==> src/rtl/soc_miner_dma_ctrl_if.sv <==
// soc_miner_dma_ctrl_if: register bus plus burst command channel
// between the copy engine (master) and its host/memory side (slave).
interface soc_miner_dma_ctrl_if #(
   parameter int ADDR_WIDTH      = 32,
   parameter int BURST_LEN_WIDTH = 4
);
   logic                       addr_valid;
   logic                       reg_write;
   logic [31:0]                reg_addr;
   logic [31:0]                reg_wdata;
   logic [31:0]                reg_rdata;
   logic                       reg_ready;
   logic                       cmd_valid;
   logic                       cmd_ready;
   logic [ADDR_WIDTH-1:0]      cmd_src;
   logic [ADDR_WIDTH-1:0]      cmd_dst;
   logic [BURST_LEN_WIDTH-1:0] cmd_len;
   logic [2:0]                 cmd_ch;
   logic                       cmd_done;

   modport master (
      input  addr_valid, reg_write, reg_addr, reg_wdata,
      output reg_rdata, reg_ready,
      output cmd_valid, cmd_src, cmd_dst, cmd_len, cmd_ch,
      input  cmd_ready, cmd_done
   );

   modport slave (
      output addr_valid, reg_write, reg_addr, reg_wdata,
      input  reg_rdata, reg_ready,
      input  cmd_valid, cmd_src, cmd_dst, cmd_len, cmd_ch,
      output cmd_ready, cmd_done
   );
endinterface

==> src/rtl/soc_miner_dma_ctrl.sv <==
// soc_miner_dma_ctrl: multi-channel copy engine; jobs are split into
// 4 KiB-safe bursts and channels are interleaved round-robin per burst.
module soc_miner_dma_ctrl #(
   parameter int NUM_CH          = 4,
   parameter int DATA_WIDTH      = 64,
   parameter int ADDR_WIDTH      = 32,
   parameter int BURST_LEN_WIDTH = 4
) (
   input  logic                 Clk,
   input  logic                 RESET,
   soc_miner_dma_ctrl_if.master bus,
   output logic                 irq
);
   localparam int BEAT_BYTES = DATA_WIDTH / 8;
   localparam int OFF        = $clog2(BEAT_BYTES);
   localparam int MAX_BEATS  = 1 << BURST_LEN_WIDTH;
   localparam logic [7:0] CH_MASK     = 8'((16'd1 << NUM_CH) - 16'd1);
   localparam logic [7:0] STATUS_ADDR = 8'(NUM_CH * 16);
   localparam logic [7:0] DONE_ADDR   = 8'(NUM_CH * 16 + 4);
   localparam logic [ADDR_WIDTH-1:0] ALIGN = ~ADDR_WIDTH'(BEAT_BYTES - 1);

   typedef enum logic [1:0] {IDLE, ARB, ISSUE, WAIT} state_t;

   state_t                     state_q;
   logic                       req_q, req_wr_q;
   logic [7:0]                 req_addr_q;
   logic [31:0]                req_wdata_q;
   logic [7:0]                 busy_q, done_q, irq_en_q;
   logic [ADDR_WIDTH-1:0]      src_q [8];
   logic [ADDR_WIDTH-1:0]      dst_q [8];
   logic [ADDR_WIDTH-1:0]      wsrc_q [8];
   logic [ADDR_WIDTH-1:0]      wdst_q [8];
   logic [31:0]                len_q [8];
   logic [31:0]                wrem_q [8];
   logic [2:0]                 rr_q, gnt_q;
   logic [31:0]                beats_q;
   logic                       cmd_valid_q;
   logic [ADDR_WIDTH-1:0]      cmd_src_q, cmd_dst_q;
   logic [BURST_LEN_WIDTH-1:0] cmd_len_q;

   logic [2:0]  ch, idx, arb_ch;
   logic [3:0]  off;
   logic        chan_hit, wr_en, chan_wr, go, go_empty, fin;
   logic [7:0]  done_clr, done_set;
   logic [31:0] rdata, s_room, d_room, burst;

   assign ch       = req_addr_q[6:4];
   assign off      = req_addr_q[3:0];
   assign chan_hit = !req_addr_q[7] && ({29'd0, ch} < 32'(NUM_CH));
   assign wr_en    = req_q && req_wr_q;
   assign chan_wr  = wr_en && chan_hit && !busy_q[ch];
   assign go       = chan_wr && off == 4'h0 && req_wdata_q[0];
   assign go_empty = (len_q[ch] >> OFF) == 32'd0;
   assign fin      = state_q == WAIT && bus.cmd_done
                     && wrem_q[gnt_q] == beats_q;
   assign done_clr = (wr_en && req_addr_q == DONE_ADDR)
                     ? (req_wdata_q[7:0] & CH_MASK) : 8'd0;
   // a completing set is OR-ed in after the clear, so it wins
   assign done_set = ((go && go_empty) ? (8'd1 << ch) : 8'd0)
                     | (fin ? (8'd1 << gnt_q) : 8'd0);

   always_comb begin
      rdata = 32'd0;
      if (req_q) begin
         if (chan_hit) begin
            unique case (off)
               4'h0:    rdata = {30'd0, irq_en_q[ch], 1'b0};
               4'h4:    rdata = 32'(src_q[ch]);
               4'h8:    rdata = 32'(dst_q[ch]);
               4'hC:    rdata = len_q[ch];
               default: rdata = 32'd0;
            endcase
         end else if (req_addr_q == STATUS_ADDR) begin
            rdata = 32'(busy_q & CH_MASK);
         end else if (req_addr_q == DONE_ADDR) begin
            rdata = 32'(done_q & CH_MASK);
         end
      end
   end

   always_comb begin
      idx    = 3'd0;
      arb_ch = rr_q;
      for (int i = NUM_CH - 1; i >= 0; i--) begin
         idx = 3'((int'(rr_q) + i) % NUM_CH);
         if (busy_q[idx]) arb_ch = idx;
      end
      s_room = (32'h1000 - {20'd0, wsrc_q[arb_ch][11:0]}) >> OFF;
      d_room = (32'h1000 - {20'd0, wdst_q[arb_ch][11:0]}) >> OFF;
      burst  = wrem_q[arb_ch];
      if (burst > 32'(MAX_BEATS)) burst = 32'(MAX_BEATS);
      if (burst > s_room) burst = s_room;
      if (burst > d_room) burst = d_room;
   end

   always_ff @(posedge Clk or posedge RESET) begin
      if (RESET) begin
         state_q     <= IDLE;
         req_q       <= 1'b0;
         req_wr_q    <= 1'b0;
         req_addr_q  <= 8'd0;
         req_wdata_q <= 32'd0;
         busy_q      <= 8'd0;
         done_q      <= 8'd0;
         irq_en_q    <= 8'd0;
         rr_q        <= 3'd0;
         gnt_q       <= 3'd0;
         beats_q     <= 32'd0;
         cmd_valid_q <= 1'b0;
         cmd_src_q   <= '0;
         cmd_dst_q   <= '0;
         cmd_len_q   <= '0;
         for (int c = 0; c < 8; c++) begin
            src_q[c]  <= '0;
            dst_q[c]  <= '0;
            wsrc_q[c] <= '0;
            wdst_q[c] <= '0;
            len_q[c]  <= 32'd0;
            wrem_q[c] <= 32'd0;
         end
      end else begin
         req_q <= bus.addr_valid;
         if (bus.addr_valid) begin
            req_wr_q    <= bus.reg_write;
            req_addr_q  <= bus.reg_addr[7:0];
            req_wdata_q <= bus.reg_wdata;
         end
         done_q <= (done_q & ~done_clr) | done_set;
         if (chan_wr) begin
            unique case (off)
               4'h0:    irq_en_q[ch] <= req_wdata_q[1];
               4'h4:    src_q[ch] <= ADDR_WIDTH'(req_wdata_q);
               4'h8:    dst_q[ch] <= ADDR_WIDTH'(req_wdata_q);
               4'hC:    len_q[ch] <= req_wdata_q;
               default: ;
            endcase
         end
         if (go && !go_empty) begin
            busy_q[ch] <= 1'b1;
            wsrc_q[ch] <= src_q[ch] & ALIGN;
            wdst_q[ch] <= dst_q[ch] & ALIGN;
            wrem_q[ch] <= len_q[ch] >> OFF;
         end
         unique case (state_q)
            IDLE: if (|busy_q) state_q <= ARB;
            ARB: begin
               gnt_q       <= arb_ch;
               rr_q        <= 3'((int'(arb_ch) + 1) % NUM_CH);
               beats_q     <= burst;
               cmd_src_q   <= wsrc_q[arb_ch];
               cmd_dst_q   <= wdst_q[arb_ch];
               cmd_len_q   <= BURST_LEN_WIDTH'(burst - 32'd1);
               cmd_valid_q <= 1'b1;
               state_q     <= ISSUE;
            end
            ISSUE: begin
               if (bus.cmd_ready) begin
                  cmd_valid_q <= 1'b0;
                  state_q     <= WAIT;
               end
            end
            WAIT: begin
               if (bus.cmd_done) begin
                  wsrc_q[gnt_q] <= wsrc_q[gnt_q] + ADDR_WIDTH'(beats_q << OFF);
                  wdst_q[gnt_q] <= wdst_q[gnt_q] + ADDR_WIDTH'(beats_q << OFF);
                  wrem_q[gnt_q] <= wrem_q[gnt_q] - beats_q;
                  if (fin) busy_q[gnt_q] <= 1'b0;
                  state_q <= IDLE;
               end
            end
            default: state_q <= IDLE;
         endcase
      end
   end

   assign bus.reg_ready = req_q;
   assign bus.reg_rdata = rdata;
   assign bus.cmd_valid = cmd_valid_q;
   assign bus.cmd_src   = cmd_src_q;
   assign bus.cmd_dst   = cmd_dst_q;
   assign bus.cmd_len   = cmd_len_q;
   assign bus.cmd_ch    = gnt_q;
   assign irq           = |(done_q & irq_en_q & CH_MASK);
endmodule

==> src/flat_wrapper.sv <==
// flat-port wrapper written by rule: the top's interface ports become plain ports
module soc_miner_dma_ctrl_flat 
#(
   parameter int NUM_CH          = 4,
   parameter int DATA_WIDTH      = 64,
   parameter int ADDR_WIDTH      = 32,
   parameter int BURST_LEN_WIDTH = 4
)
  (Clk, RESET, irq, bus_addr_valid, bus_reg_write, bus_reg_addr, bus_reg_wdata, bus_reg_rdata, bus_reg_ready, bus_cmd_valid, bus_cmd_src, bus_cmd_dst, bus_cmd_len, bus_cmd_ch, bus_cmd_ready, bus_cmd_done);
  soc_miner_dma_ctrl_if #(.ADDR_WIDTH(ADDR_WIDTH), .BURST_LEN_WIDTH(BURST_LEN_WIDTH)) bus_i ();
  input  logic Clk;
  input  logic RESET;
  output logic irq;
  input wire logic [$bits(bus_i.addr_valid)-1:0] bus_addr_valid;
  input wire logic [$bits(bus_i.reg_write)-1:0] bus_reg_write;
  input wire logic [$bits(bus_i.reg_addr)-1:0] bus_reg_addr;
  input wire logic [$bits(bus_i.reg_wdata)-1:0] bus_reg_wdata;
  output wire logic [$bits(bus_i.reg_rdata)-1:0] bus_reg_rdata;
  output wire logic [$bits(bus_i.reg_ready)-1:0] bus_reg_ready;
  output wire logic [$bits(bus_i.cmd_valid)-1:0] bus_cmd_valid;
  output wire logic [$bits(bus_i.cmd_src)-1:0] bus_cmd_src;
  output wire logic [$bits(bus_i.cmd_dst)-1:0] bus_cmd_dst;
  output wire logic [$bits(bus_i.cmd_len)-1:0] bus_cmd_len;
  output wire logic [$bits(bus_i.cmd_ch)-1:0] bus_cmd_ch;
  input wire logic [$bits(bus_i.cmd_ready)-1:0] bus_cmd_ready;
  input wire logic [$bits(bus_i.cmd_done)-1:0] bus_cmd_done;
  assign bus_i.addr_valid = bus_addr_valid;
  assign bus_i.reg_write = bus_reg_write;
  assign bus_i.reg_addr = bus_reg_addr;
  assign bus_i.reg_wdata = bus_reg_wdata;
  assign bus_reg_rdata = bus_i.reg_rdata;
  assign bus_reg_ready = bus_i.reg_ready;
  assign bus_cmd_valid = bus_i.cmd_valid;
  assign bus_cmd_src = bus_i.cmd_src;
  assign bus_cmd_dst = bus_i.cmd_dst;
  assign bus_cmd_len = bus_i.cmd_len;
  assign bus_cmd_ch = bus_i.cmd_ch;
  assign bus_i.cmd_ready = bus_cmd_ready;
  assign bus_i.cmd_done = bus_cmd_done;
  soc_miner_dma_ctrl #(.NUM_CH(NUM_CH), .DATA_WIDTH(DATA_WIDTH), .ADDR_WIDTH(ADDR_WIDTH), .BURST_LEN_WIDTH(BURST_LEN_WIDTH)) u_core (.Clk(Clk), .RESET(RESET), .bus(bus_i), .irq(irq));
endmodule
==> config.mk <==
export PLATFORM = sky130hd
export DESIGN_NAME = soc_miner_dma_ctrl_flat
export DESIGN_NICKNAME = d
export VERILOG_FILES = /design/src/rtl/soc_miner_dma_ctrl_if.sv /design/src/rtl/soc_miner_dma_ctrl.sv /design/src/flat_wrapper.sv
export SDC_FILE = /design/constraint.sdc
export NUM_CORES = 2
export LEC_CHECK = 0
export BUFFER_PORTS_ARGS = -buffer_cell sky130_fd_sc_hd__buf_2
export CAP_MARGIN = 40
export CORE_MARGIN = 1.5
export CORE_UTILIZATION = 25
export DETAILED_ROUTE_END_ITERATION = 12
export HOLD_SLACK_MARGIN = 0.02
export PLACE_DENSITY = 0.46
export SLEW_MARGIN = 0
export SYNTH_ARGS = -nofsm -noshare
export SYNTH_HDL_FRONTEND = slang
export SYNTH_SLANG_ARGS = --single-unit
==> constraint.sdc <==
create_clock -name Clk -period 53.6 [get_ports Clk]
set_input_delay 8.04 -clock Clk [delete_from_list [all_inputs] [get_ports Clk]]
set_output_delay 8.04 -clock Clk [all_outputs]
set_load 0.05 [all_outputs]
* Word level (Yosys, flattened, before mapping)
Cells that the tools add are included.
Cells by class: muxes and demuxes 91, shifts and indexed selects 2, reductions and logical operators 34, eq/ne operators 12, bitwise operators 15, magnitude comparators 17, add/subtract/negate cells 10
Operator list (number):
- bitwise mux 256 bit | 9
- two-way mux 256 bit | 9
- binary-select mux 32 bit (select 3 bit) | 9
- two-way mux 32 bit | 26
- demux 32 bit (select 3 bit) | 2
- one-hot mux 32 bit (4 select lines) | 1
- adder 32 bit | 2
- greater-than comparator 32 x 29 -> 1 bit | 2
- two-way mux 8 bit | 6
- equality test 32 bit | 1
- greater-than comparator 32 x 5 -> 1 bit (second input constant) | 1
- zero test 32 bit | 1
- subtractor 32 bit | 1
- subtractor 13 x 12 -> 14 bit (first input constant) | 2
- OR 8 bit | 3
- less-than comparator 3 x 4 -> 1 bit (second input constant) | 5
- bitwise AND 8 bit | 2
- equality test 8 x 7 -> 1 bit (second input constant) | 2
- NOT 8 bit | 2
- left shift 1 x 3 -> 8 bit (first input constant) | 2
- binary-select mux 1 bit (select 3 bit) | 5
- logical AND 1 bit | 15
- >= comparator 4 bit (second input constant) | 3
- two-way mux 3 bit | 4
- other kinds (33) | 66
Storage, ports and cells: word-level logic and storage cells 244, bits of input ports 70, output and inout bits 106, flip-flop bits (word level) 1711

* Depth between registers and ports, before layout
depth in word-level cells 20, mapped depth 33, depth with buffers taken out 27

* Least setup slack after synthesis
OpenSTA, ideal clock, no wires.
kind register to output, start point reg u_core.req_addr_q[4], end point out bus_reg_rdata[5], setup slack 42129 ps, data required time 45560 ps, stages on the path, launching flop included 11, arrival time 3431 ps, cell sequence dfrtp_1 -> clkbuf_1 -> buf_4 -> buf_2 -> buf_2 -> buf_2 -> buf_1 -> mux4_2 -> mux2_2 -> a22oi_1 -> a21oi_1
Between the ends: longest elaborated chain between the ends 7, elaborated cells between the ends (all ways) 15
RTL lines:
- start: declaration | line soc_miner_dma_ctrl.sv:26 | logic [7:0] req_addr_q;
- start signal: assignment | line soc_miner_dma_ctrl.sv:125 | req_addr_q <= bus.reg_addr[7:0];
- NOT 3 -> 4 bit (not written as such) | line soc_miner_dma_ctrl.sv:68, soc_miner_dma_ctrl.sv:69, soc_miner_dma_ctrl.sv:70
- binary-select mux 32 bit (select 3 bit), on equally long branches | line soc_miner_dma_ctrl.sv:70, soc_miner_dma_ctrl.sv:68, soc_miner_dma_ctrl.sv:69
- two-way mux 32 bit, on equally long branches (2 in series) | line soc_miner_dma_ctrl.sv:70, soc_miner_dma_ctrl.sv:68, soc_miner_dma_ctrl.sv:69
- one-hot mux 32 bit (4 select lines) | line soc_miner_dma_ctrl.sv:66 | unique case (off)
- two-way mux 32 bit (*) | line soc_miner_dma_ctrl.sv:65 | if (chan_hit) begin
- two-way mux 32 bit (*) | line soc_miner_dma_ctrl.sv:64 | if (req_q) begin
- end: declaration | line flat_wrapper.sv:18 | output wire logic [$bits(bus_i.reg_rdata)-1:0] bus_reg_rdata;
Mark *: on every way between the ends. The rest lies on a longest branch, timed or not. The select of a mux whose other input is x is not followed.

* Worst setup path after layout
start point reg u_core.req_addr_q[5], end point out bus_reg_rdata[10]
Same word-level chain as after synthesis.

==> run metrics <==
Pleak=31.7 nW; clock period minus worst slack=13,780 ps; Setup CP Type=reg -> out; # nets final=5,535; Die H=512 µm; average cell area after synthesis=11.3 µm²; first drt pass iteration count=6; global route overflow=0; Post-synth ARST share=100%; Total GRT Usage=16.4%; worst slew pin tran=1180 ps; worst skew pair latency=810 ps; Min Hold Slack=369 ps; worst setup slack after layout=39,820 ps; synth top area cells=dfrtp_1 (50%), mux4_2 (9.8%), mux2_2 (9.5%); vias per cell=4.97; Clk pin slew, worst setup/hold paths=60 ps; Post-Place Worst Slack=40,530 ps; Yosys top cell area share=50.2%; RSZ-0062 raised after global routing=false; Initial Utilization=25.2%; most used cell, CP=buf_4; critical path, cell by cell=buf_4, buf_4, buf_4, mux4_2, mux2_2, a221oi_1, nor2_1, buf_2; antenna violation net count after detailed routing=0; most area-hungry cell type in the Yosys netlist=dfrtp_1; clk sink count=1,297; global-route wire length before repair=319,000 µm; Pins Over Slew Limit=0; crit path from=u_core.req_addr_q[5]; number of global-route vias before repair=44,000; total design power=3.97 mW; CTS tree=yes; final hold violations=0; number of enable flip-flop cells after synthesis=0; mux contribution to synthesized area=21.7%; Slew headroom=21.6%; post-synthesis cell area=0.0646 mm²; Die Wd=512 µm; Longest Clk Path Bufs=3; Iteration-0 DRC Markers=4,178; max cap viols=0; via count=44,000; WL final=217,000 µm; post-synthesis xor/xnor area fraction=1.14%; Data arrival, critical path=5740 ps; CP endpoint kind=output port; Post-Layout Cell Count=8,869; Synth Instances=5,696; CTS resizes=0; top-count cell post-synth=dfrtp_1; Hold Path Depth=0; Slowest-stage cell, CP=a221oi_1; register area share after synthesis=50.2%; Inserted Clock Buffers=147; area grow syn2layout=13.1%; final setup fails=0; outcome=finished, final reports clean; # hold bufs at CTS=0; count of cell types in the netlist=76; largest family of logic cells by synthesized area=multiplexers; CTS Root Cell=clkbuf_16; Final TNS setup=0 ps; Final Cycle Share=25.7%; initial antenna violation count=20; worst reg2reg path depth=27; synth cell count leaders=dfrtp_1 (1,297), clkbuf_1 (605), mux2_2 (543); Synth warnings=0; Synth Flop Type=dfrtp_1; die area=0.262 mm²; IO buf count=150; reg-to-reg setup timing slack=44,760 ps; GPL Wtd Cong=0.861; post-layout util=28.5%; DR WL/cell=24.5 µm; CTS HTree Levels=4; adder-cell area share of the yosys netlist=2.28%; required time of the critical path=45,560 ps; dpl hpwl=148,000 µm; maximum vdd ir drop=0.0516 mV; Ports=176; largest net degree at the start of global routing=192; pwr/cell area=54.3 mW/mm²; Final Cell Area=0.0731 mm²; synthesized flop and latch total=1,297; Layout Skew=45.4 ps; CP max FO=48; detailed-route DRC error count=0; area post-placement=0.0680 mm²; Placed Instances=8,584; Placeable Area=0.257 mm²; post-synthesis compound-gate area fraction=9.56%; fmax=72.5 MHz; std cell rows=186; # Post-CTS Setup Buffers=0; crit start category=flop; Slowest Stage Delay on Critical Path=820 ps; share of cells above drive strength 1=25.3%; hold path startpoint=u_core.src_q[37]; reg-to-reg startpoint=u_core.busy_q[2]; Simple-Gate Fraction of Synth Area=9.68%; Worst Hold Class=reg -> reg
-- layout by cell type (no fill, tap or decap), types with 79 or more instances in the layout --
cell,count
nand2_1,520
o211ai_1,160
dfrtp_1,1292
mux4_2,280
a211oi_1,79
nor2_1,143
o21ai_0,414
nand3_1,226
inv_1,138
buf_4,88
mux2i_1,157
buf_2,152
ha_1,112
nand2b_1,119
clkbuf_16,147
nor2b_1,94
mux2_2,543
a21oi_1,144
-- registers in the layout, summed over array words and instances, names as in the netlist, 128 cells and up --
| signal | flops |
|---|---|
| u_core.dst_q | 248 |
| u_core.len_q | 248 |
| u_core.src_q | 248 |
| u_core.wdst_q | 128 |
| u_core.wrem_q | 128 |
| u_core.wsrc_q | 128 |
-- layer usage --
metal / wire length (µm) / vias up / track usage (%)
li1: - / 19500 / -
met1: 104000 / 22800 / 24.3
met2: 93800 / 1470 / 24.0
met3: 13300 / 278 / 2.85
met4: 6350 / 2 / 5.26
met5: 13 / - / 0
-- critical path, delay by kind of cell (launching register included) --
family / cells / cell delay, ps
AO/OA/AOI/OAI: 1 / 820
buffers and inverters: 4 / 2240
flip-flops: 1 / 730
multiplexers: 2 / 990
AND/OR/NAND/NOR: 1 / 60
-- path summary, 6_finish.rpt --
| kind | end |
|---|---|
| max | bus_reg_rdata[10] |
| min | u_core.src_q[37] |
| max reg2reg | u_core.bus.cmd_len[3] |
| min reg2reg | u_core.src_q[37] |
| max in group asynchronous | u_core.bus.cmd_ch[1] |
| min in group asynchronous | u_core.dst_q[176] |
-- cells by family (layout without fill, tap and decap cells) --
logic type / after synthesis / count (layout)
and+or+nand+nor: 1316 / 1316
DFF: 1297 / 1297
AOI/OAI and AO/OA: 999 / 999
muxes: 983 / 983
buffers and inverters: 900 / 670
adders and majority gates: 116 / 116
xor gates and xnor gates: 84 / 84
other: 1 / 20
-- power by group --
part / internal [mW] / leakage (nW) / switching [mW] / total (mW)
Clock: 0.607 / 2.48 / 0.444 / 1.05
Sequential: 1.13 / 17.3 / 0.156 / 1.29
Combinational: 0.584 / 11.9 / 1.05 / 1.63
-- area by class of cell --
cell class | instances | area (µm²)
fillers | 26500 | 184000
clock buffers | 210 | 4250
well taps | 3384 | 4230
inverters | 139 | 529
repair buffers | 260 | 1860
diodes | 14 | 35.0
multi-input cells | 3504 | 28900
flip-flops and latches | 1297 | 32500
clock inverters | 61 | 806
Power figures use the tool's default switching activity.
